<file path="src/rtl/enemy_grid_mover_if.sv">
// rtl/enemy_grid_mover_if.sv - frame/collision inputs and sprite outputs of one enemy mover
interface enemy_grid_mover_if;
   logic               startOfFrame;
   logic [2:0]         random_num;
   logic               collision;
   logic [3:0]         HitEdgeCode;
   logic               freeze;
   logic               kill;
   logic signed [10:0] topLeftX;
   logic signed [10:0] topLeftY;
   logic [3:0]         direction;
   logic               alive;

   // Playfield side: drives frame, collision and random inputs, observes the sprite.
   modport master (
      output startOfFrame, random_num, collision, HitEdgeCode, freeze, kill,
      input  topLeftX, topLeftY, direction, alive
   );

   // Mover side.
   modport slave (
      input  startOfFrame, random_num, collision, HitEdgeCode, freeze, kill,
      output topLeftX, topLeftY, direction, alive
   );
endinterface

</file>
<file path="src/rtl/enemy_grid_mover.sv">
// rtl/enemy_grid_mover.sv - fixed-point enemy motion with pushback, tile turns, freeze and respawn
module enemy_grid_mover #(
   parameter int         INITIAL_X      = 15,
   parameter int         INITIAL_Y      = 48,
   parameter int         SPEED          = 64,
   parameter int         FP_SHIFT       = 6,
   parameter int         OBJ_W          = 32,
   parameter int         OBJ_H          = 32,
   parameter int         FRAME_LEFT     = 15,
   parameter int         FRAME_RIGHT    = 623,
   parameter int         FRAME_TOP      = 48,
   parameter int         FRAME_BOTTOM   = 464,
   parameter int         TILE           = 32,
   parameter logic [3:0] START_DIR      = 4'b0001,
   parameter int         TURN_AT_TILE   = 1,
   parameter int         RESPAWN_FRAMES = 90
) (
   input logic               clk,
   input logic               reset,
   enemy_grid_mover_if.slave bus
);
   localparam logic [3:0] DIR_TOP    = 4'b0100;
   localparam logic [3:0] DIR_RIGHT  = 4'b0010;
   localparam logic [3:0] DIR_LEFT   = 4'b1000;
   localparam logic [3:0] DIR_BOTTOM = 4'b0001;

   localparam logic signed [31:0] INIT_XF = 32'(INITIAL_X * (1 << FP_SHIFT));
   localparam logic signed [31:0] INIT_YF = 32'(INITIAL_Y * (1 << FP_SHIFT));
   localparam logic signed [31:0] X_LO    = 32'(FRAME_LEFT * (1 << FP_SHIFT));
   localparam logic signed [31:0] X_HI    = 32'((FRAME_RIGHT - OBJ_W) * (1 << FP_SHIFT));
   localparam logic signed [31:0] Y_LO    = 32'(FRAME_TOP * (1 << FP_SHIFT));
   localparam logic signed [31:0] Y_HI    = 32'((FRAME_BOTTOM - OBJ_H) * (1 << FP_SHIFT));
   localparam logic signed [31:0] SPD     = 32'(SPEED);

   typedef enum logic [2:0] {IDLE_ST, MOVE_ST, SOF_ST, POS_CHANGE_ST, LIMITS_ST, DEAD_ST} state_t;

   state_t             state_q, state_d;
   logic signed [31:0] x_q, x_d, y_q, y_d, px_q, px_d, py_q, py_d;
   logic [3:0]         dir_q, dir_d, code_q, code_d;
   logic               alive_q, alive_d, hit_q, hit_d;
   logic [15:0]        dead_q, dead_d;

   logic signed [31:0] pix_x, pix_y, dx, dy;
   logic [3:0]         cand, blocked, blocked_opp;
   logic               aligned, code_onehot;

   assign pix_x = x_q >>> FP_SHIFT;
   assign pix_y = y_q >>> FP_SHIFT;

   assign bus.topLeftX  = pix_x[10:0];
   assign bus.topLeftY  = pix_y[10:0];
   assign bus.direction = dir_q;
   assign bus.alive     = alive_q;

   assign aligned = (((pix_x - 32'(FRAME_LEFT)) % 32'(TILE)) == 32'sd0) &&
                    (((pix_y - 32'(FRAME_TOP)) % 32'(TILE)) == 32'sd0);

   // A malformed edge code falls back to the heading we were travelling in.
   assign code_onehot = (code_q != 4'b0) && ((code_q & (code_q - 4'd1)) == 4'b0);
   assign blocked     = code_onehot ? code_q : dir_q;
   assign blocked_opp = {blocked[1], blocked[0], blocked[3], blocked[2]};

   // Random candidate heading and per-direction velocity.
   always_comb begin
      cand = DIR_TOP;
      dx   = 32'sd0;
      dy   = 32'sd0;
      case (bus.random_num[1:0])
         2'd0:    cand = DIR_TOP;
         2'd1:    cand = DIR_RIGHT;
         2'd2:    cand = DIR_BOTTOM;
         default: cand = DIR_LEFT;
      endcase
      case (dir_q)
         DIR_TOP:    dy = -SPD;
         DIR_BOTTOM: dy = SPD;
         DIR_LEFT:   dx = -SPD;
         DIR_RIGHT:  dx = SPD;
         default:    ;
      endcase
   end

   // Next-state and next-register logic; kill overrides everything outside DEAD_ST.
   always_comb begin
      state_d = state_q;
      x_d     = x_q;
      y_d     = y_q;
      px_d    = px_q;
      py_d    = py_q;
      dir_d   = dir_q;
      alive_d = alive_q;
      hit_d   = hit_q;
      code_d  = code_q;
      dead_d  = dead_q;
      case (state_q)
         IDLE_ST: if (bus.startOfFrame) state_d = MOVE_ST;
         MOVE_ST: begin
            if (bus.collision && !hit_q) begin
               hit_d  = 1'b1;
               code_d = bus.HitEdgeCode;
            end
            if (bus.startOfFrame) state_d = SOF_ST;
         end
         SOF_ST: begin
            if (!bus.freeze) begin
               if (hit_q) begin
                  x_d   = px_q;
                  y_d   = py_q;
                  dir_d = (cand == blocked) ? blocked_opp : cand;
               end else if (TURN_AT_TILE != 0 && aligned && bus.random_num[2]) begin
                  dir_d = cand;
               end
            end
            hit_d   = 1'b0;
            code_d  = 4'b0;
            state_d = POS_CHANGE_ST;
         end
         POS_CHANGE_ST: begin
            if (!bus.freeze) begin
               px_d = x_q;
               py_d = y_q;
               x_d  = x_q + dx;
               y_d  = y_q + dy;
            end
            state_d = LIMITS_ST;
         end
         LIMITS_ST: begin
            if (x_q < X_LO) begin
               x_d   = X_LO;
               dir_d = DIR_RIGHT;
            end else if (x_q > X_HI) begin
               x_d   = X_HI;
               dir_d = DIR_LEFT;
            end
            if (y_q < Y_LO) begin
               y_d   = Y_LO;
               dir_d = DIR_BOTTOM;
            end else if (y_q > Y_HI) begin
               y_d   = Y_HI;
               dir_d = DIR_TOP;
            end
            state_d = MOVE_ST;
         end
         DEAD_ST: begin
            if (bus.startOfFrame && RESPAWN_FRAMES != 0) begin
               if (dead_q == 16'(RESPAWN_FRAMES - 1)) begin
                  x_d     = INIT_XF;
                  y_d     = INIT_YF;
                  px_d    = INIT_XF;
                  py_d    = INIT_YF;
                  dir_d   = START_DIR;
                  alive_d = 1'b1;
                  dead_d  = 16'd0;
                  state_d = MOVE_ST;
               end else begin
                  dead_d = dead_q + 16'd1;
               end
            end
         end
         default: state_d = IDLE_ST;
      endcase
      if (bus.kill && state_q != DEAD_ST) begin
         x_d     = x_q;
         y_d     = y_q;
         px_d    = px_q;
         py_d    = py_q;
         dir_d   = dir_q;
         alive_d = 1'b0;
         hit_d   = 1'b0;
         code_d  = 4'b0;
         dead_d  = 16'd0;
         state_d = DEAD_ST;
      end
   end

   // State and datapath registers with synchronous reset to the spawn point.
   always_ff @(posedge clk) begin
      if (reset) begin
         state_q <= IDLE_ST;
         x_q     <= INIT_XF;
         y_q     <= INIT_YF;
         px_q    <= INIT_XF;
         py_q    <= INIT_YF;
         dir_q   <= START_DIR;
         alive_q <= 1'b1;
         hit_q   <= 1'b0;
         code_q  <= 4'b0;
         dead_q  <= 16'd0;
      end else begin
         state_q <= state_d;
         x_q     <= x_d;
         y_q     <= y_d;
         px_q    <= px_d;
         py_q    <= py_d;
         dir_q   <= dir_d;
         alive_q <= alive_d;
         hit_q   <= hit_d;
         code_q  <= code_d;
         dead_q  <= dead_d;
      end
   end
endmodule

</file>
<file path="src/flat_wrapper.sv">
// flat-port wrapper written by rule: the top's interface ports become plain ports
module enemy_grid_mover_flat 
#(
   parameter int         INITIAL_X      = 15,
   parameter int         INITIAL_Y      = 48,
   parameter int         SPEED          = 64,
   parameter int         FP_SHIFT       = 6,
   parameter int         OBJ_W          = 32,
   parameter int         OBJ_H          = 32,
   parameter int         FRAME_LEFT     = 15,
   parameter int         FRAME_RIGHT    = 623,
   parameter int         FRAME_TOP      = 48,
   parameter int         FRAME_BOTTOM   = 464,
   parameter int         TILE           = 32,
   parameter logic [3:0] START_DIR      = 4'b0001,
   parameter int         TURN_AT_TILE   = 1,
   parameter int         RESPAWN_FRAMES = 90
)
  (clk, reset, bus_startOfFrame, bus_random_num, bus_collision, bus_HitEdgeCode, bus_freeze, bus_kill, bus_topLeftX, bus_topLeftY, bus_direction, bus_alive);
  enemy_grid_mover_if bus_i ();
  input logic clk;
  input logic reset;
  input wire logic [$bits(bus_i.startOfFrame)-1:0] bus_startOfFrame;
  input wire logic [$bits(bus_i.random_num)-1:0] bus_random_num;
  input wire logic [$bits(bus_i.collision)-1:0] bus_collision;
  input wire logic [$bits(bus_i.HitEdgeCode)-1:0] bus_HitEdgeCode;
  input wire logic [$bits(bus_i.freeze)-1:0] bus_freeze;
  input wire logic [$bits(bus_i.kill)-1:0] bus_kill;
  output wire logic [$bits(bus_i.topLeftX)-1:0] bus_topLeftX;
  output wire logic [$bits(bus_i.topLeftY)-1:0] bus_topLeftY;
  output wire logic [$bits(bus_i.direction)-1:0] bus_direction;
  output wire logic [$bits(bus_i.alive)-1:0] bus_alive;
  assign bus_i.startOfFrame = bus_startOfFrame;
  assign bus_i.random_num = bus_random_num;
  assign bus_i.collision = bus_collision;
  assign bus_i.HitEdgeCode = bus_HitEdgeCode;
  assign bus_i.freeze = bus_freeze;
  assign bus_i.kill = bus_kill;
  assign bus_topLeftX = bus_i.topLeftX;
  assign bus_topLeftY = bus_i.topLeftY;
  assign bus_direction = bus_i.direction;
  assign bus_alive = bus_i.alive;
  enemy_grid_mover #(.INITIAL_X(INITIAL_X), .INITIAL_Y(INITIAL_Y), .SPEED(SPEED), .FP_SHIFT(FP_SHIFT), .OBJ_W(OBJ_W), .OBJ_H(OBJ_H), .FRAME_LEFT(FRAME_LEFT), .FRAME_RIGHT(FRAME_RIGHT), .FRAME_TOP(FRAME_TOP), .FRAME_BOTTOM(FRAME_BOTTOM), .TILE(TILE), .START_DIR(START_DIR), .TURN_AT_TILE(TURN_AT_TILE), .RESPAWN_FRAMES(RESPAWN_FRAMES)) u_core (.clk(clk), .reset(reset), .bus(bus_i));
endmodule
</file>
<file path="config.mk">
export PLATFORM = sky130hd
export DESIGN_NAME = enemy_grid_mover_flat
export DESIGN_NICKNAME = d
export VERILOG_FILES = /design/src/rtl/enemy_grid_mover_if.sv /design/src/rtl/enemy_grid_mover.sv /design/src/flat_wrapper.sv
export SDC_FILE = /design/constraint.sdc
export NUM_CORES = 1
export LEC_CHECK = 0
export ABC_AREA = 1
export BUFFER_PORTS_ARGS = -buffer_cell sky130_fd_sc_hd__buf_2
export CORE_MARGIN = 2
export CORE_UTILIZATION = 46
export DETAILED_ROUTE_END_ITERATION = 16
export SETUP_SLACK_MARGIN = 0.3
export SLEW_MARGIN = 20
export SYNTH_ARGS = -nofsm -noshare
export SYNTH_HDL_FRONTEND = slang
export SYNTH_SLANG_ARGS = --single-unit
</file>
<file path="constraint.sdc">
create_clock -name clk -period 9.6 [get_ports clk]
set_input_delay 0.48 -clock clk [delete_from_list [all_inputs] [get_ports clk]]
set_output_delay 0.48 -clock clk [all_outputs]
set_load 0.02 [all_outputs]
</file>
# ---- After elaboration in Yosys (flattened, before gate mapping)
# Cells that the tools add are included.
dict set report op_classes {
  n_addsub 6
  n_lt_le_gt_ge 4
  n_eq_ne 30
  mux 50
  bitwise_logic 4
  reduce_logical 31
}
# cell count
set op_table {}
lappend op_table {{2-to-1 mux 32 bit} 16}
lappend op_table {{case mux 32 bit (2 select lines)} 4}
lappend op_table {{case mux 32 bit (4 select lines)} 2}
lappend op_table {{adder 32 bit} 2}
lappend op_table {{zero test 32 bit} 2}
lappend op_table {{2-to-1 mux 4 bit} 12}
lappend op_table {{> comparator 32 x 16 -> 1 bit (second input constant)} 1}
lappend op_table {{> comparator 32 x 17 -> 1 bit (second input constant)} 1}
lappend op_table {{less-than comparator 32 x 11 -> 1 bit (second input constant)} 1}
lappend op_table {{less-than comparator 32 x 13 -> 1 bit (second input constant)} 1}
lappend op_table {{subtractor 26 x 5 -> 27 bit (second input constant)} 1}
lappend op_table {{subtractor 26 x 7 -> 27 bit (second input constant)} 1}
lappend op_table {{case mux 4 bit (3 select lines)} 2}
lappend op_table {{case mux 3 bit (6 select lines)} 1}
lappend op_table {{adder 16 x 1 -> 16 bit (second input constant)} 1}
lappend op_table {{equality test 16 x 7 -> 1 bit (second input constant)} 1}
lappend op_table {{2-to-1 mux 16 bit} 1}
lappend op_table {{AND reduction 8 bit} 2}
lappend op_table {{2-to-1 mux 3 bit} 5}
lappend op_table {{inequality test 3 x 1 -> 1 bit (second input constant)} 4}
lappend op_table {{inequality test 2 bit (second input constant)} 5}
lappend op_table {{nonzero test 2 bit} 5}
lappend op_table {{OR reduction 5 bit} 2}
lappend op_table {{inequality test 3 x 2 -> 1 bit (second input constant)} 3}
lappend op_table {{other kinds (33)} 49}
dict set report word_totals {
  regBits 157
  input_bits 13
  output_inout_bits 27
  word_cells 136
}

# ---- Logic depth before layout (Yosys ltp)
dict set report logic_depth {
  ltp_word 10
  ltp_mapped 18
  mapped_depth_nobuf 18
}

# ---- Worst setup path before layout
# Ideal clock, no wire load.
dict set report synth_path {
  path_kind {register to register}
  start {register u_core.dir_q[2] (netlist: u_core.bus.direction[2])}
  end {register u_core.y_q[22]}
  arrival_time_ps 4023
  setup_slack_ps 5507
  stages_incl_launch_ff 17
  n_path_buf 0
  period_less_slack_ps 4093
  path_cell_list {dfxtp_1 inv_1 nor3_1 inv_1 o31ai_1 ha_1 fa_1 inv_1 o31ai_1 nand2_1 nand2_1 nand3_1 nand2_1 nor2_1 o21ai_0 nand2_1 a21oi_1}
}
dict set report synth_via {
  elab_chain_len 5
  elab_cells_between_ends 6
  classes_between {1 x add/sub; 2 x eq/ne; 3 x mux}
}
# item line
set synth_rtl {}
lappend synth_rtl {{start, declared} enemy_grid_mover.sv:39} ;# logic [3:0] dir_q, dir_d, code_q, code_d;
lappend synth_rtl {{start signal, assigned} enemy_grid_mover.sv:195} ;# dir_q <= dir_d;
lappend synth_rtl {{equality test 4 x 1 -> 1 bit / equality test 4 x 3 -> 1 bit (equally long branches)} enemy_grid_mover.sv:74} ;# case (dir_q)
lappend synth_rtl {{case mux 32 bit (2 select lines) (*)} enemy_grid_mover.sv:74}
lappend synth_rtl {{adder 32 bit (*)} enemy_grid_mover.sv:123} ;# y_d = y_q + dy;
lappend synth_rtl {{2-to-1 mux 32 bit (*)} enemy_grid_mover.sv:119} ;# if (!bus.freeze) begin
lappend synth_rtl {{case mux 32 bit (4 select lines) (*)} enemy_grid_mover.sv:95} ;# case (state_q)
lappend synth_rtl {{end signal, assigned} enemy_grid_mover.sv:192} ;# y_q <= y_d;
lappend synth_rtl {{end, declared} enemy_grid_mover.sv:38} ;# logic signed [31:0] x_q, x_d, y_q, y_d, px_q, px_d, py_q, py_d;
# Mark *: on every way between the ends. The rest lies on a longest branch, timed or not. The select of a mux whose other input is x is not followed.
# A chain may end at the register's enable or synchronous reset.

# ---- Final worst setup path
dict set report layout_path {
  start {register u_core.state_q[1]}
  end {register u_core.x_q[27]}
}
dict set report layout_via {
  elab_chain_len 4
  elab_cells_between_ends 16
  classes_between {11 x eq/ne; 1 x mux; 1 x bitwise; 3 x reduce/logical}
}
# item line
set layout_rtl {}
lappend layout_rtl {{start, declared} enemy_grid_mover.sv:37} ;# state_t state_q, state_d;
lappend layout_rtl {{start signal, assigned} enemy_grid_mover.sv:190} ;# state_q <= state_d;
lappend layout_rtl {{parallel branches: the longest is 4 deep, another holds AND reduction 8 bit} --}
lappend layout_rtl {{end signal, assigned} enemy_grid_mover.sv:180} ;# x_q <= INIT_XF;
lappend layout_rtl {{end signal, assigned} enemy_grid_mover.sv:191} ;# x_q <= x_d;
lappend layout_rtl {{end, declared} enemy_grid_mover.sv:38}
# Parallel ways; which one is timed is not known.

==> results by group <==
Power and ir drop
  – Combinational share of power: 0.160
  – Reg power frac: 0.435
  – Max VDD drop: 0.107 mV
  – P per Cell Area: 154 nW/um2
  – Switching Share: 0.316
  – Internal power: 1.13 mW
  – Clock share of power: 0.405
  – Pleak: 4.57 nW
  – Psw: 520 uW

Synth
  – Mapped Cells: 1502
  – Main combinational cell family by area after synthesis: simple AND/OR/NAND/NOR gates
  – Top cells by area, synth: dfxtp_1 (32%), nand2_1 (12%), a21oi_1 (7.9%)
  – Net Count, Synth: 1569
  – Register area share after synthesis: 0.317
  – Mux share of post-synthesis cell area: 0
  – Synth Area in Adders: 0.0697
  – Post-synth ARST share: 0
  – Compound-Gate Fraction of Synth Area: 0.220
  – Top_reg_cell synth: dfxtp_1
  – Yosys top cell by area: dfxtp_1
  – Synthesis Warnings: 0
  – Simple-Gate Fraction of Synth Area: 0.298
  – Avg Cell Area, Syn: 6.60 um2
  – Top cells by count, synth: nand2_1 (325), nor2_1 (200), dfxtp_1 (157)
  – Most common cell in the synthesized netlist: nand2_1
  – Mapped cell area: 9910 um2
  – EDFF count, synth: 0
  – Xor and xnor area share after synthesis: 0.00619
  – Cell variety after synth: 43
  – Share of the synthesized area in the top cell type: 0.317
  – Synth Register Bits: 157

Min path
  – HP Class: input pin to flip-flop

Placement
  – Final HPWL DP: 19100 um
  – Post-DP Area: 10100 um2
  – Port Buf Inserts: 39
  – Dpl ws: 5.95 ns
  – Gpl congestion: 0.875

Timing
  – Tcrit/Tclk final: 0.379
  – Final setup fails: 0
  – Pins over their slew limit: 0
  – Fin. Hold Viols: 0
  – Final WS setup: 5.96 ns
  – RSZ-0062 raised after global routing: no
  – WHS: 0.290 ns
  – Final Skew: 0.0132 ns
  – Fmax achieved: 275 MHz
  – Setup tns final: 0 ns
  – Slew HR: 0.278
  – Tmin final: 3.64 ns
  – Worst-Margin Slew: 1.08 ns

GRT
  – Vias in the first global route: 8991
  – GRT overflow: 0
  – Initial antenna violation count: 0
  – Largest net degree at the start of global routing: 80
  – All-Layer GR Usage: 0.247
  – First-pass GRT wire length: 45200 um

Finish
  – Fill cells: 2160
  – Final net count: 1564
  – Cell area after layout: 10700 um2
  – Multi-input logic area: 5900 um2
  – Layout area overhead: 8.20%
  – Register area: 3140 um2
  – Share of layout cells above drive strength 1: 0.0728
  – Antenna Diode Count: 0

Floorplan
  – Die width: 151 um
  – Core area: 21100 um2
  – Die Ht: 151 um
  – Die area: 22700 um2
  – Row Count: 53
  – Ports: 40
  – Starting Density: 0.470

Setup path
  – Max FO, Critical Path: 37
  – CP Launch Type: flip-flop
  – CP endpoint kind: flip-flop
  – CP Class: flip-flop to flip-flop
  – Critical Path AT: 3.95 ns
  – CP required: 9.91 ns

Route
  – Detail Route Antenna Nets: 0
  – Routed WL: 27300 um
  – First DRT Iteration DRCs: 696
  – Residual DRC: 0
  – Number of detailed-route iterations in the first pass: 5
  – Vias/cell: 5.50
  – WL per Instance: 15.3 um
  – DR vias: 9811

Clocking
  – Max clock buf depth: 2
  – Post-CTS setup buffers: 0
  – PostCTS Resize Cnt: 0
  – Clock sink count: 157
  – Clock slew seen by the registers of the worst setup and hold paths: 0.07 ns
  – H-tree depth: 4
  – Hold buffers post-CTS: 0
  – CTS tree: yes
  – CTS root buf: clkbuf_16
  – Worst-Skew Late Latency: 0.44 ns
  – CTS buffer count: 17

Flow run
  – MaxCap Viol Count: 0

Run status
  – Status: finished, final reports clean
## area by class of cell
class | instances | share of cell area
sequential | 157 | 0.293
clock inverter | 15 | 0.0141
tap | 275 | 0.0321
timing repair buffer | 48 | 0.0245
multi-input combinational | 1142 | 0.550
inverter | 131 | 0.0459
clock buffer | 17 | 0.0397
## sequential cells by signal, indices dropped and copies added (netlist names)
register	flops
u_core.px_q	32
u_core.y_q	32
u_core.hit_q	1
u_core.state_q	3
u_core.py_q	32
u_core.code_q	4
u_core.bus.direction	4
u_core.dead_q	16
u_core.bus.alive	1
u_core.x_q	32
## cells by family (layout without fill, tap and decap cells)
| family | after synthesis | after routing |
|---|---|---|
| flip-flops | 157 | 157 |
| adder cells (fa/ha/maj) | 54 | 54 |
| AO/OA/AOI/OAI | 382 | 382 |
| XOR/XNOR | 7 | 7 |
| buffers and inverters | 203 | 211 |
| AND/OR/NAND/NOR | 699 | 699 |
## placed cells by master (no fill, tap or decap), drive strengths merged, types with 7 or more instances in the layout
| cell | netlist | routed |
|---|---|---|
| nand4 | 15 | 15 |
| nor4 | 9 | 9 |
| o22ai | 7 | 7 |
| o21ai | 118 | 118 |
| nor3 | 34 | 34 |
| inv | 131 | 138 |
| a21oi | 156 | 156 |
| or2 | 9 | 9 |
| nand3 | 86 | 86 |
| nor3b | 8 | 8 |
| nor2 | 201 | 201 |
| clkbuf | 35 | 17 |
| a22oi | 55 | 55 |
| ha | 52 | 52 |
| a31oi | 9 | 9 |
| buf | 37 | 48 |
| o21a | 7 | 7 |
| nand2 | 328 | 328 |
| dfxtp | 157 | 157 |
## critical path, cell delays in order, from the launching register on
cell,delay [ns]
dfxtp_1,0.40
inv_2,0.08
nor3_4,0.14
buf_4,0.45
inv_2,0.39
nand2_1,0.16
nand2_1,0.10
nor3_2,0.20
nand2_1,0.61
inv_2,0.67
nand2_1,0.10
a21oi_1,0.13
nor2_1,0.05
## layer usage
| metal | routed length [um] | GRT usage | vias to the layer above |
|---|---|---|---|
| li1 | - | - | 5049 |
| met1 | 13500 | 0.345 | 4535 |
| met2 | 12600 | 0.408 | 204 |
| met3 | 1050 | 0.0373 | 23 |
| met4 | 225 | 0.0435 | 0 |
| met5 | 0 | 0 | - |
## power by group through the flow
stage | Clock [mW] | Sequential, mW | Combinational (mW)
final | 0.667 | 0.717 | 0.263
after global routing | 0.709 | 0.721 | 0.296
after CTS | 0.679 | 0.717 | 0.263
after detailed placement | 0 | 0.731 | 0.261
after global placement | 0 | 0.731 | 0.259
after floorplan | 0 | 0.720 | 0.204
## stage by stage
step	power (mW)	utilization	std cells
after CTS	1.66	0.508	1785
after global routing	1.73	0.508	1785
after detailed placement	0.993	0.481	1753
after floorplan	0.923	-	1502
after global placement	0.991	0.481	1753
final	1.65	0.508	1785
## path summary, 6_finish.rpt
| kind | from | depth (start not counted) | slack, ns | endpoint |
|---|---|---|---|---|
| max | u_core.state_q[1] | 12 | 5.96 | u_core.x_q[27] |
| max reg2reg | u_core.state_q[1] | 12 | 5.96 | u_core.x_q[27] |
| min | bus_HitEdgeCode[3] | 3 | 0.29 | u_core.code_q[3] |
| min reg2reg | u_core.py_q[13] | 2 | 0.46 | u_core.py_q[13] |
No activity file was read; power rests on OpenSTA's default activity.
